**config.mk**
```make
export PLATFORM = sky130hd
export DESIGN_NAME = sram_port_arbiter_flat
export DESIGN_NICKNAME = d
export VERILOG_FILES = /design/src/rtl/sram_port_arbiter_if.sv /design/src/rtl/sram_port_arbiter.sv /design/src/flat_wrapper.sv
export SDC_FILE = /design/constraint.sdc
export NUM_CORES = 1
export LEC_CHECK = 0
export CORE_MARGIN = 3
export CORE_UTILIZATION = 35
export DETAILED_ROUTE_END_ITERATION = 16
export PLACE_DENSITY = 0.79
export SLEW_MARGIN = 20
export SYNTH_ARGS = -nofsm -noshare
export SYNTH_HDL_FRONTEND = slang
export SYNTH_SLANG_ARGS = --single-unit
```
**constraint.sdc**
```tcl
create_clock -name clk50_dup -period 1.65 [get_ports clk50_dup]
set_input_delay 0.165 -clock clk50_dup [delete_from_list [all_inputs] [get_ports clk50_dup]]
set_output_delay 0.165 -clock clk50_dup [all_outputs]
set_load 0.005 [all_outputs]
```
**src/rtl/sram_port_arbiter_if.sv**
```systemverilog
// sram_port_arbiter_if
// Bundles the two requester handshakes, the returned read data and the
// SRAM pin group of the character-RAM arbiter.
//   slave  modport : the arbiter. It takes the requests and SRAM read data,
//                    and drives grants, completions, rd_data, SRAM pins and busy.
//   master modport : requesters plus SRAM model. This is the mirror image.
interface sram_port_arbiter_if;
    logic       host_req;
    logic       host_write;
    logic [9:0] host_address;
    logic [7:0] host_wr_data;
    logic       host_gnt;
    logic       host_done;

    logic       ca_req;
    logic       ca_write;
    logic [9:0] ca_address;
    logic [7:0] ca_wr_data;
    logic       ca_gnt;
    logic       ca_done;

    logic [7:0] rd_data;
    logic [7:0] sram_read_data;
    logic [9:0] sram_address;
    logic [7:0] sram_write_data;
    logic       sram_write_enable;
    logic       busy;

    modport slave (
        input  host_req, host_write, host_address, host_wr_data,
        input  ca_req, ca_write, ca_address, ca_wr_data,
        input  sram_read_data,
        output host_gnt, host_done, ca_gnt, ca_done,
        output rd_data, sram_address, sram_write_data, sram_write_enable, busy
    );

    modport master (
        output host_req, host_write, host_address, host_wr_data,
        output ca_req, ca_write, ca_address, ca_wr_data,
        output sram_read_data,
        input  host_gnt, host_done, ca_gnt, ca_done,
        input  rd_data, sram_address, sram_write_data, sram_write_enable, busy
    );
endinterface

```
**src/rtl/sram_port_arbiter.sv**
```systemverilog
// sram_port_arbiter
// Shares the single-port 1K x 8 character SRAM between the UART host bus and
// the cellular-automaton update engine. Each access follows the sequence
// IDLE -> ACCESS -> RECOVER -> IDLE. At the sampling edge the winning request
// is registered. The write strobe is held for WR_CYCLES cycles, or the
// address is held for RD_CYCLES cycles before read data is captured. One
// recovery cycle follows, and the owner's done pulse is issued in it.
//
// Ports:
//   clk50_dup  system clock; all logic is on its rising edge
//   rst_n      asynchronous active-low reset; it aborts any access in flight
//   bus        sram_port_arbiter_if.slave, which carries:
//              host_* / ca_*   req, write, address, wr_data in; gnt, done out
//              rd_data         last captured read data
//              sram_*          registered SRAM address, write data and write strobe;
//                              sram_read_data comes in
//              busy            high whenever the arbiter is not idle
//
// Build option: SRAM_ARB_ROUND_ROBIN_EN
//   defined   - on a tie, the requester that did not own the previous access wins
//   undefined - on a tie, the host always wins (fixed priority)
module sram_port_arbiter #(
    parameter int WR_CYCLES = 1,
    parameter int RD_CYCLES = 2,
    parameter int CNT_W     = 4
) (
    input  logic               clk50_dup,
    input  logic               rst_n,
    sram_port_arbiter_if.slave bus
);

    typedef enum logic [1:0] {
        ST_IDLE    = 2'd0,
        ST_ACCESS  = 2'd1,
        ST_RECOVER = 2'd2
    } state_t;

    localparam logic             OWNER_CA   = 1'b0;
    localparam logic             OWNER_HOST = 1'b1;
    localparam logic [CNT_W-1:0] WR_LAST    = CNT_W'(WR_CYCLES - 1);
    localparam logic [CNT_W-1:0] RD_LAST    = CNT_W'(RD_CYCLES - 1);
    localparam logic [CNT_W-1:0] CNT_ONE    = CNT_W'(1);

    state_t           state_q;
    logic [CNT_W-1:0] cnt_q;
    logic             owner_q;
    logic             last_owner_q;
    logic             write_q;
    logic [9:0]       addr_q;
    logic [7:0]       wdata_q;
    logic [7:0]       rd_data_q;
    logic             we_q;
    logic             host_gnt_q;
    logic             ca_gnt_q;
    logic             host_done_q;
    logic             ca_done_q;
    logic             busy_q;

    logic             any_req_s;
    logic             win_host_s;
    logic             win_write_s;
    logic [9:0]       win_addr_s;
    logic [7:0]       win_wdata_s;
    logic [CNT_W-1:0] last_cnt_s;

`ifndef SRAM_ARB_ROUND_ROBIN_EN
    // Under fixed priority, last_owner is kept for observability only.
    logic             unused_last_owner_s;
    assign unused_last_owner_s = last_owner_q;
`endif

    // Choose the winner among the live requests, select its command, and pick the terminal count for the access in flight.
    always_comb begin
        any_req_s   = bus.host_req | bus.ca_req;
        win_host_s  = OWNER_CA;
        win_write_s = 1'b0;
        win_addr_s  = 10'd0;
        win_wdata_s = 8'd0;
        last_cnt_s  = RD_LAST;

        if (bus.host_req && bus.ca_req) begin
`ifdef SRAM_ARB_ROUND_ROBIN_EN
            win_host_s = (last_owner_q == OWNER_CA) ? OWNER_HOST : OWNER_CA;
`else
            win_host_s = OWNER_HOST;
`endif
        end else begin
            win_host_s = bus.host_req ? OWNER_HOST : OWNER_CA;
        end

        if (win_host_s == OWNER_HOST) begin
            win_write_s = bus.host_write;
            win_addr_s  = bus.host_address;
            win_wdata_s = bus.host_wr_data;
        end else begin
            win_write_s = bus.ca_write;
            win_addr_s  = bus.ca_address;
            win_wdata_s = bus.ca_wr_data;
        end

        if (write_q) begin
            last_cnt_s = WR_LAST;
        end else begin
            last_cnt_s = RD_LAST;
        end
    end

    // Access sequencer: all arbiter state and every output register.
    always_ff @(posedge clk50_dup or negedge rst_n) begin
        if (!rst_n) begin
            state_q      <= ST_IDLE;
            cnt_q        <= '0;
            owner_q      <= OWNER_CA;
            last_owner_q <= OWNER_CA;
            write_q      <= 1'b0;
            addr_q       <= 10'd0;
            wdata_q      <= 8'd0;
            rd_data_q    <= 8'd0;
            we_q         <= 1'b0;
            host_gnt_q   <= 1'b0;
            ca_gnt_q     <= 1'b0;
            host_done_q  <= 1'b0;
            ca_done_q    <= 1'b0;
            busy_q       <= 1'b0;
        end else begin
            case (state_q)
                ST_IDLE: begin
                    host_done_q <= 1'b0;
                    ca_done_q   <= 1'b0;
                    if (any_req_s) begin
                        state_q    <= ST_ACCESS;
                        cnt_q      <= '0;
                        owner_q    <= win_host_s;
                        write_q    <= win_write_s;
                        addr_q     <= win_addr_s;
                        // A read leaves the previous write data on the pins.
                        wdata_q    <= win_write_s ? win_wdata_s : wdata_q;
                        we_q       <= win_write_s;
                        host_gnt_q <= (win_host_s == OWNER_HOST);
                        ca_gnt_q   <= (win_host_s == OWNER_CA);
                        busy_q     <= 1'b1;
                    end else begin
                        we_q       <= 1'b0;
                        host_gnt_q <= 1'b0;
                        ca_gnt_q   <= 1'b0;
                        busy_q     <= 1'b0;
                    end
                end
                ST_ACCESS: begin
                    host_gnt_q <= 1'b0;
                    ca_gnt_q   <= 1'b0;
                    cnt_q      <= cnt_q + CNT_ONE;
                    if (cnt_q == last_cnt_s) begin
                        state_q     <= ST_RECOVER;
                        we_q        <= 1'b0;
                        host_done_q <= (owner_q == OWNER_HOST);
                        ca_done_q   <= (owner_q == OWNER_CA);
                        rd_data_q   <= write_q ? rd_data_q : bus.sram_read_data;
                    end else begin
                        state_q <= ST_ACCESS;
                    end
                end
                ST_RECOVER: begin
                    state_q      <= ST_IDLE;
                    host_done_q  <= 1'b0;
                    ca_done_q    <= 1'b0;
                    last_owner_q <= owner_q;
                    busy_q       <= 1'b0;
                end
                default: begin
                    state_q     <= ST_IDLE;
                    we_q        <= 1'b0;
                    host_gnt_q  <= 1'b0;
                    ca_gnt_q    <= 1'b0;
                    host_done_q <= 1'b0;
                    ca_done_q   <= 1'b0;
                    busy_q      <= 1'b0;
                end
            endcase
        end
    end

    assign bus.host_gnt          = host_gnt_q;
    assign bus.ca_gnt            = ca_gnt_q;
    assign bus.host_done         = host_done_q;
    assign bus.ca_done           = ca_done_q;
    assign bus.rd_data           = rd_data_q;
    assign bus.sram_address      = addr_q;
    assign bus.sram_write_data   = wdata_q;
    assign bus.sram_write_enable = we_q;
    assign bus.busy              = busy_q;

endmodule

```
**src/flat_wrapper.sv**
```systemverilog
// flat-port wrapper written by rule: the top's interface ports become plain ports
module sram_port_arbiter_flat 
#(
    parameter int WR_CYCLES = 1,
    parameter int RD_CYCLES = 2,
    parameter int CNT_W     = 4
)
  (clk50_dup, rst_n, bus_host_req, bus_host_write, bus_host_address, bus_host_wr_data, bus_ca_req, bus_ca_write, bus_ca_address, bus_ca_wr_data, bus_sram_read_data, bus_host_gnt, bus_host_done, bus_ca_gnt, bus_ca_done, bus_rd_data, bus_sram_address, bus_sram_write_data, bus_sram_write_enable, bus_busy);
  sram_port_arbiter_if bus_i ();
  input  logic clk50_dup;
  input  logic rst_n;
  input wire logic [$bits(bus_i.host_req)-1:0] bus_host_req;
  input wire logic [$bits(bus_i.host_write)-1:0] bus_host_write;
  input wire logic [$bits(bus_i.host_address)-1:0] bus_host_address;
  input wire logic [$bits(bus_i.host_wr_data)-1:0] bus_host_wr_data;
  input wire logic [$bits(bus_i.ca_req)-1:0] bus_ca_req;
  input wire logic [$bits(bus_i.ca_write)-1:0] bus_ca_write;
  input wire logic [$bits(bus_i.ca_address)-1:0] bus_ca_address;
  input wire logic [$bits(bus_i.ca_wr_data)-1:0] bus_ca_wr_data;
  input wire logic [$bits(bus_i.sram_read_data)-1:0] bus_sram_read_data;
  output wire logic [$bits(bus_i.host_gnt)-1:0] bus_host_gnt;
  output wire logic [$bits(bus_i.host_done)-1:0] bus_host_done;
  output wire logic [$bits(bus_i.ca_gnt)-1:0] bus_ca_gnt;
  output wire logic [$bits(bus_i.ca_done)-1:0] bus_ca_done;
  output wire logic [$bits(bus_i.rd_data)-1:0] bus_rd_data;
  output wire logic [$bits(bus_i.sram_address)-1:0] bus_sram_address;
  output wire logic [$bits(bus_i.sram_write_data)-1:0] bus_sram_write_data;
  output wire logic [$bits(bus_i.sram_write_enable)-1:0] bus_sram_write_enable;
  output wire logic [$bits(bus_i.busy)-1:0] bus_busy;
  assign bus_i.host_req = bus_host_req;
  assign bus_i.host_write = bus_host_write;
  assign bus_i.host_address = bus_host_address;
  assign bus_i.host_wr_data = bus_host_wr_data;
  assign bus_i.ca_req = bus_ca_req;
  assign bus_i.ca_write = bus_ca_write;
  assign bus_i.ca_address = bus_ca_address;
  assign bus_i.ca_wr_data = bus_ca_wr_data;
  assign bus_i.sram_read_data = bus_sram_read_data;
  assign bus_host_gnt = bus_i.host_gnt;
  assign bus_host_done = bus_i.host_done;
  assign bus_ca_gnt = bus_i.ca_gnt;
  assign bus_ca_done = bus_i.ca_done;
  assign bus_rd_data = bus_i.rd_data;
  assign bus_sram_address = bus_i.sram_address;
  assign bus_sram_write_data = bus_i.sram_write_data;
  assign bus_sram_write_enable = bus_i.sram_write_enable;
  assign bus_busy = bus_i.busy;
  sram_port_arbiter #(.WR_CYCLES(WR_CYCLES), .RD_CYCLES(RD_CYCLES), .CNT_W(CNT_W)) u_core (.clk50_dup(clk50_dup), .rst_n(rst_n), .bus(bus_i));
endmodule
```
==> impl_metrics.py, run 1 <==
metrics = {
    "route": {
        "drtAntennaViolNets": 0,
        "drc": 0,
        "wl_per_cell_um": 13.7,
        "num_vias": 1411,
        "dr.pass1.iters": 4,
        "routed_wl_mm": 4.12,
        "viasPerCell": 4.70,
        "drt-initial-drc-count": 48,
    },
    "sta": {
        "finalSetupTns_ps": 0,
        "relSlewSlack_pct": 61.7,
        "fin_skew_ps": 5.68,
        "worst_pin_slew_ps": 574,
        "hold_viol_final": 0,
        "rsz0062_at_grt": "no",
        "slew_viol_final": 0,
        "setup_violations": 0,
        "fin_crit_ps": 1480,
        "max_freq_mhz": 678,
        "finalCritPeriodShare_pct": 89.5,
    },
    "global_routing": {
        "antenna_found_initial": 0,
        "grt_use_total_pct": 14.3,
        "overflow": 0,
        "grt_pass1_wl_mm": 7.04,
        "grt_pass1_vias": 1525,
        "grt_max_degree": 27,
    },
    "synth": {
        "synth-main-ff-cell": "dfrtp_1",
        "synth.top_cells.by_area": "dfrtp_1 53%, mux2_2 26%, buf_6 1.2%",
        "yosysSeqAreaShare_pct": 53.4,
        "synth-async-reset-ratio_pct": 100,
        "synth_warnings": 0,
        "yosysUniqueCellTypes": 34,
        "synthCells": 136,
        "yosysTopAreaCell": "dfrtp_1",
        "synth_nets": 187,
        "ys_top_cells_by_count": "44 x mux2_2, 40 x dfrtp_1, 6 x nor2_1, 5 x nand2_1, 4 x o21ai_0",
        "synth-seq-cells": 40,
        "post_synth_instance_area_mm2": 0.00187,
        "netlist.area_leader.share_pct": 53.4,
        "synth_edf_count": 0,
        "synth.avg_cell_area_um2": 13.8,
        "yosysMostFrequentCell": "mux2_2",
    },
    "floorplan": {
        "placementRows": 25,
        "die_area_mm2": 0.00627,
        "die_w_um": 79.2,
        "core_mm2": 0.00494,
        "die_y_um": 79.2,
        "initial_core_util_pct": 37.9,
        "io_pins": 82,
    },
    "pwr": {
        "power_frac_seq_pct": 36.9,
        "max-vdd-ir-drop_uv": 749,
        "p_comb_share_pct": 45.8,
        "power_switching_uw": 1320,
        "internal_power_uw": 3270,
        "powerDensity_mw_per_mm2": 1560,
        "power.leakage_uw": 0.00124,
        "swShare_pct": 28.8,
        "p_clk_share_pct": 17.3,
    },
    "clocking": {
        "root_buffer": "clkbuf_8",
        "tritoncts.num_buffers": 5,
        "insertion_delay_ps": 290,
        "cts_max_level": 2,
        "postCtsResizedCells": 0,
        "clk_pin_slew_worst_paths_ps": 80,
        "clock-sinks": 40,
        "clockBufferDepth": 2,
        "cts_tree": "built",
    },
    "placed_design": {
        "place.detailed.instances": 291,
        "hpwl_mm": 3.23,
        "port_buffers": 81,
        "place.gp.congestion": 0.721,
    },
    "setup_path": {
        "path_max_fanout": 9,
        "cp.arrival_ps": 1650,
        "cp.required_ps": 1830,
        "path_class": "flop to flop",
        "start_kind": "flop",
        "endpoint_kind": "flop",
    },
    "final_layout": {
        "final_cells": 300,
        "nNetsFinal": 283,
        "syn_to_final_growth_pct": 56.8,
        "num_antenna_cells": 0,
        "drive_gt1_share_pct": 31.3,
    },
    "run": {
        "maxCapViolations": 0,
    },
    "worst_hold_path": {
        "min-delay-path-class": "primary input to asynchronous set/reset pin",
    },
    "run_status": {
        "status": "complete, no violations",
    },
}
==> placed cells by master (no fill, tap or decap), drive strengths merged <==
| cell | instances |
|---|---|
| buf | 15 |
| and2b | 1 |
| nand4 | 2 |
| xnor2 | 1 |
| clkinv | 1 |
| a21boi | 1 |
| o21bai | 1 |
| nand2b | 2 |
| mux2 | 44 |
| nor3 | 3 |
| a22o | 1 |
| clkinvlp | 1 |
| xor2 | 1 |
| a22oi | 1 |
| a311o | 1 |
| a31o | 1 |
| o31ai | 1 |
| dlygate4sd3 | 1 |
| ha | 1 |
| o211ai | 1 |
| a21o | 2 |
| clkdlybuf4s50 | 80 |
| mux2i | 2 |
| bufinv | 1 |
| nor4 | 1 |
| nand2 | 5 |
| inv | 1 |
| clkbuf | 5 |
| or3 | 1 |
| nor2 | 7 |
| o21ai | 4 |
| nand3b | 2 |
| and3b | 1 |
| dfrtp | 40 |
==> through the flow <==
| stage | setup WS, ps | total power, µW | instance area, µm² | hold WS [ps] | utilization (%) |
|---|---|---|---|---|---|
| final | 174 | 4590 | 2940 | 420 | 59.4 |
| after CTS | 160 | 4660 | 2940 | 430 | 59.4 |
| after global routing | 74.4 | 4910 | 2940 | 467 | 59.4 |
| after detailed placement | -98.2 | 3840 | 2820 | 195 | 57.0 |
| after global placement | -79.1 | 3800 | 2820 | 195 | 57.0 |
| after floorplan | 217 | 2700 | 1870 | -131 | - |
==> worst max-delay path, cell delays in order, from the launching register on <==
cell and delay (ps):
dfrtp_1 480, nor2_2 170, a21boi_4 340, mux2_2 370
==> repair_timing <==
| item | CTS | global route |
|---|---|---|
| hold buffers | 1 | 0 |
| hold endpoints to repair | 24 | 0 |
| setup endpoints to repair | 0 | 0 |
| setup buffers | 0 | 0 |
==> path summary, 6_finish.rpt <==
path | start | to | slack, ps | depth (start not counted)
max in group asynchronous | rst_n | u_core.state_q[0]$_DFFE_PN0P_ | 670 | 3
worst min register to register | u_core.bus.busy$_DFFE_PN0N_ | u_core.bus.busy$_DFFE_PN0N_ | 480 | 1
worst max-delay path | u_core.state_q[1]$_DFFE_PN0P_ | u_core.bus.sram_write_data[1]$_DFFE_PN0P_ | 170 | 3
min in group clk50_dup | u_core.bus.busy$_DFFE_PN0N_ | u_core.bus.busy$_DFFE_PN0N_ | 480 | 1
worst max register to register | u_core.state_q[1]$_DFFE_PN0P_ | u_core.bus.sram_write_data[1]$_DFFE_PN0P_ | 170 | 3
worst min-delay path | rst_n | u_core.bus.sram_address[0]$_DFFE_PN0P_ | 420 | 2
==> power by group through the flow <==
stage	clock network [µW]	registers, µW	logic [µW]
finish	793	1690	2100
floorplan	0	1710	983
global route	859	1750	2300
detailed placement	0	1710	2130
global placement	0	1700	2100
CTS	814	1700	2140
==> cells by family after synthesis <==
family          count (synthesis)  share of synthesized area [%]
flops                          40                           53.4
buf+inv                         8                           3.01
compound gates                 14                           6.01
fa+ha+maj                       1                          0.668
simple gates                   25                           8.42
xor+xnor                        2                          0.935
mux                            46                           27.5
==> state kept, by name, summed over array words and instances (netlist names) <==
name                          flops
u_core.bus.busy                   1
u_core.bus.ca_done                1
u_core.bus.ca_gnt                 1
u_core.bus.host_done              1
u_core.bus.host_gnt               1
u_core.bus.rd_data                8
u_core.bus.sram_address          10
u_core.bus.sram_write_data        8
u_core.bus.sram_write_enable      1
u_core.cnt_q                      4
u_core.owner_q                    1
u_core.state_q                    2
u_core.write_q                    1
==> metal layers <==
| metal | vias to the layer above | routed length [µm] | global-route usage, % | share of wire (%) |
|---|---|---|---|---|
| met2 | 41 | 2090 | 24.5 | 51 |
| met1 | 681 | 1710 | 17.0 | 41 |
| met5 | - | 0 | 0 | 0 |
| li1 | 682 | - | - | - |
| met3 | 7 | 280 | 4.76 | 6.8 |
| met4 | 0 | 44 | 4.12 | 1.1 |
==> cell type report <==
| class | instances | area (µm²) |
|---|---|---|
| fillers | 433 | 2010 |
| flip-flops and latches | 40 | 1000 |
| repair buffers | 96 | 921 |
| multi-input cells | 88 | 816 |
| well taps | 67 | 83.8 |
| clock buffers | 5 | 68.8 |
| clock inverters | 3 | 42.5 |
| inverters | 1 | 3.75 |
No activity file was read; power rests on OpenSTA's default activity.
==> inputs of run 2 (changes only) <==
--- a/config.mk
+++ b/config.mk
@@ -5,10 +5,14 @@
 export SDC_FILE = /design/constraint.sdc
 export NUM_CORES = 1
 export LEC_CHECK = 0
+export CELL_PAD_IN_SITES_DETAIL_PLACEMENT = 1
+export CELL_PAD_IN_SITES_GLOBAL_PLACEMENT = 1
 export CORE_MARGIN = 3
-export CORE_UTILIZATION = 35
+export CORE_UTILIZATION = 33
+export CTS_BUF_LIST = sky130_fd_sc_hd__clkbuf_2 sky130_fd_sc_hd__clkbuf_4 sky130_fd_sc_hd__clkbuf_8
 export DETAILED_ROUTE_END_ITERATION = 16
-export PLACE_DENSITY = 0.79
+export GPL_TIMING_DRIVEN = 1
+export PLACE_DENSITY = 0.91
 export SLEW_MARGIN = 20
 export SYNTH_ARGS = -nofsm -noshare
 export SYNTH_HDL_FRONTEND = slang
==> run 2 against run 1 <==
Worst setup slack got worse by 95 ps. Combinational power about the same. First-iteration DRC count decreased by 40%. Hold slack got worse by 61 ps. Clock power decreased by 14%. Critical path depth unchanged. Utilization decreased by 4.3 points. Design area decreased by 0.47%. Via count increased by 2.8%. Non-clock buffer count decreased by 2. Largest cell class unchanged. Largest power group unchanged.
==> impl_metrics.py, run 2 (synthesis gave the netlist of run 1 again) <==
metrics = {
    "sta": {
        "fin_ws_ps": 79.2,
        "slew_viol_final": 0,
        "max_freq_mhz": 637,
        "hold_viol_final": 0,
        "worst_pin_slew_ps": 442,
        "relSlewSlack_pct": 70.5,
        "fin_hold_ws_ps": 359,
        "fin_crit_ps": 1570,
        "rsz0062_at_grt": "no",
        "finalCritPeriodShare_pct": 95.2,
        "fin_skew_ps": 6.32,
        "setup_violations": 0,
    },
    "final_layout": {
        "fill_cells": 555,
        "nNetsFinal": 281,
        "num_antenna_cells": 0,
        "fin_area_mm2": 0.00292,
        "syn_to_final_growth_pct": 56.0,
        "drive_gt1_share_pct": 30.4,
        "mostFrequentLayoutCells": "80 x clkdlybuf4s50_1, 44 x mux2_2, 40 x dfrtp_1",
        "largest_reg_flops": 10,
        "layout.cells.most_common": "clkdlybuf4s50_1",
    },
    "placed_design": {
        "pre_cts_ws_ps": -159,
        "hpwl_mm": 3.91,
        "place.gp.congestion": 0.800,
        "port_buffers": 81,
        "placed_cell_area_mm2": 0.00282,
    },
    "clocking": {
        "clockBufferDepth": 2,
        "cts_max_level": 2,
        "postCtsResizedCells": 0,
        "postCtsSetupBuffers": 0,
        "clock-sinks": 40,
        "root_buffer": "clkbuf_8",
        "hold_buffers": 1,
        "insertion_delay_ps": 290,
        "clk_pin_slew_worst_paths_ps": 70,
        "tritoncts.num_buffers": 5,
        "cts_tree": "built",
    },
    "pwr": {
        "powerDensity_mw_per_mm2": 1550,
        "max-vdd-ir-drop_uv": 799,
        "power.leakage_uw": 0.00123,
    },
    "global_routing": {
        "grt_use_total_pct": 15.6,
        "antenna_found_initial": 0,
        "grt_max_degree": 21,
        "overflow": 0,
        "grt_pass1_wl_mm": 7.73,
        "grt_pass1_vias": 1573,
    },
    "setup_path": {
        "rr_worst_depth": 3,
        "path_class": "flop to flop",
        "endpoint_kind": "flop",
        "cp.required_ps": 1820,
        "start_kind": "flop",
        "cp.arrival_ps": 1740,
        "path_max_fanout": 10,
        "cp-startpoint": "u_core.state_q[0]$_DFFE_PN0P_",
        "reg2reg_from": "u_core.state_q[0]$_DFFE_PN0P_",
    },
    "worst_hold_path": {
        "min-delay-path-class": "primary input to asynchronous set/reset pin",
    },
    "route": {
        "num_vias": 1451,
        "viasPerCell": 4.84,
        "drc": 0,
        "drtAntennaViolNets": 0,
        "routed_wl_mm": 4.94,
        "dr.pass1.iters": 2,
        "drt-initial-drc-count": 29,
        "wl_per_cell_um": 16.5,
    },
    "floorplan": {
        "die_y_um": 81.3,
        "core_mm2": 0.00530,
        "die_w_um": 81.3,
        "io_pins": 82,
        "die_area_mm2": 0.00662,
        "placementRows": 26,
        "initial_core_util_pct": 35.3,
    },
    "run_status": {
        "status": "complete, no violations",
    },
    "run": {
        "maxCapViolations": 0,
    },
}
==> run 2: cell count changes in the layout (fill, tap and decap cells not counted) <==
cell | before | now
buf_12 | 0 | 1
buf_4 | 14 | 11
bufinv_16 | 1 | 0
clkbuf_8 | 5 | 7
clkinv_2 | 1 | 0
clkinvlp_4 | 1 | 0
==> run 2: area by class of cell <==
cell class	instances	area, µm²	share of cell area (%)
Timing Repair Buffer	94	918	31.4
Tap cell	70	87.6	3.00
Inverter	1	3.75	0.128
Sequential cell	40	1000	34.2
Clock buffer	7	96.3	3.30
Multi-Input combinational cell	88	816	27.9
==> run 2: power by group <==
group | total [µW] | internal (µW) | leakage [µW] | switching (µW)
clock | 681 | 372 | 0.0000503 | 309
combinational | 2100 | 1380 | 0.000690 | 721
sequential | 1760 | 1430 | 0.000485 | 328
total | 4540 | 3180 | 0.00123 | 1360
==> run 2: critical path, stage by stage, from the launching register on <==
cell and delay (ps):
dfrtp_1 520, nor2_2 210, a21boi_4 350, mux2_2 380
==> run 2: routing by layer <==
layer | part of all wire [%] | GRT usage (%) | routed length [µm]
met2 | 54 | 29.5 | 2670
met3 | 6.3 | 4.99 | 310
met1 | 38 | 16.3 | 1880
met4 | 1.5 | 4.73 | 75
met5 | 0 | 0 | 0
==> run 2: per-stage QoR <==
stage	instances	TNS [ps]	total power, µW	util [%]
floorplan	136	0	2700	-
global placement	292	-828	3790	53.1
detailed placement	292	-1980	3900	53.1
CTS	300	0	4620	55.1
global route	300	0	4830	55.1
finish	300	0	4540	55.1
==> run 2: worst paths after layout <==
kind / end / slack [ps]
min in group clk50_dup: u_core.bus.busy$_DFFE_PN0N_ / 480
hold / removal: u_core.bus.ca_gnt$_DFFE_PN0P_ / 360
hold reg to reg: u_core.bus.busy$_DFFE_PN0N_ / 480
setup reg to reg: u_core.bus.sram_write_data[7]$_DFFE_PN0P_ / 80
max in group asynchronous: u_core.bus.rd_data[4]$_DFFE_PN0P_ / 750
setup / recovery: u_core.bus.sram_write_data[7]$_DFFE_PN0P_ / 80
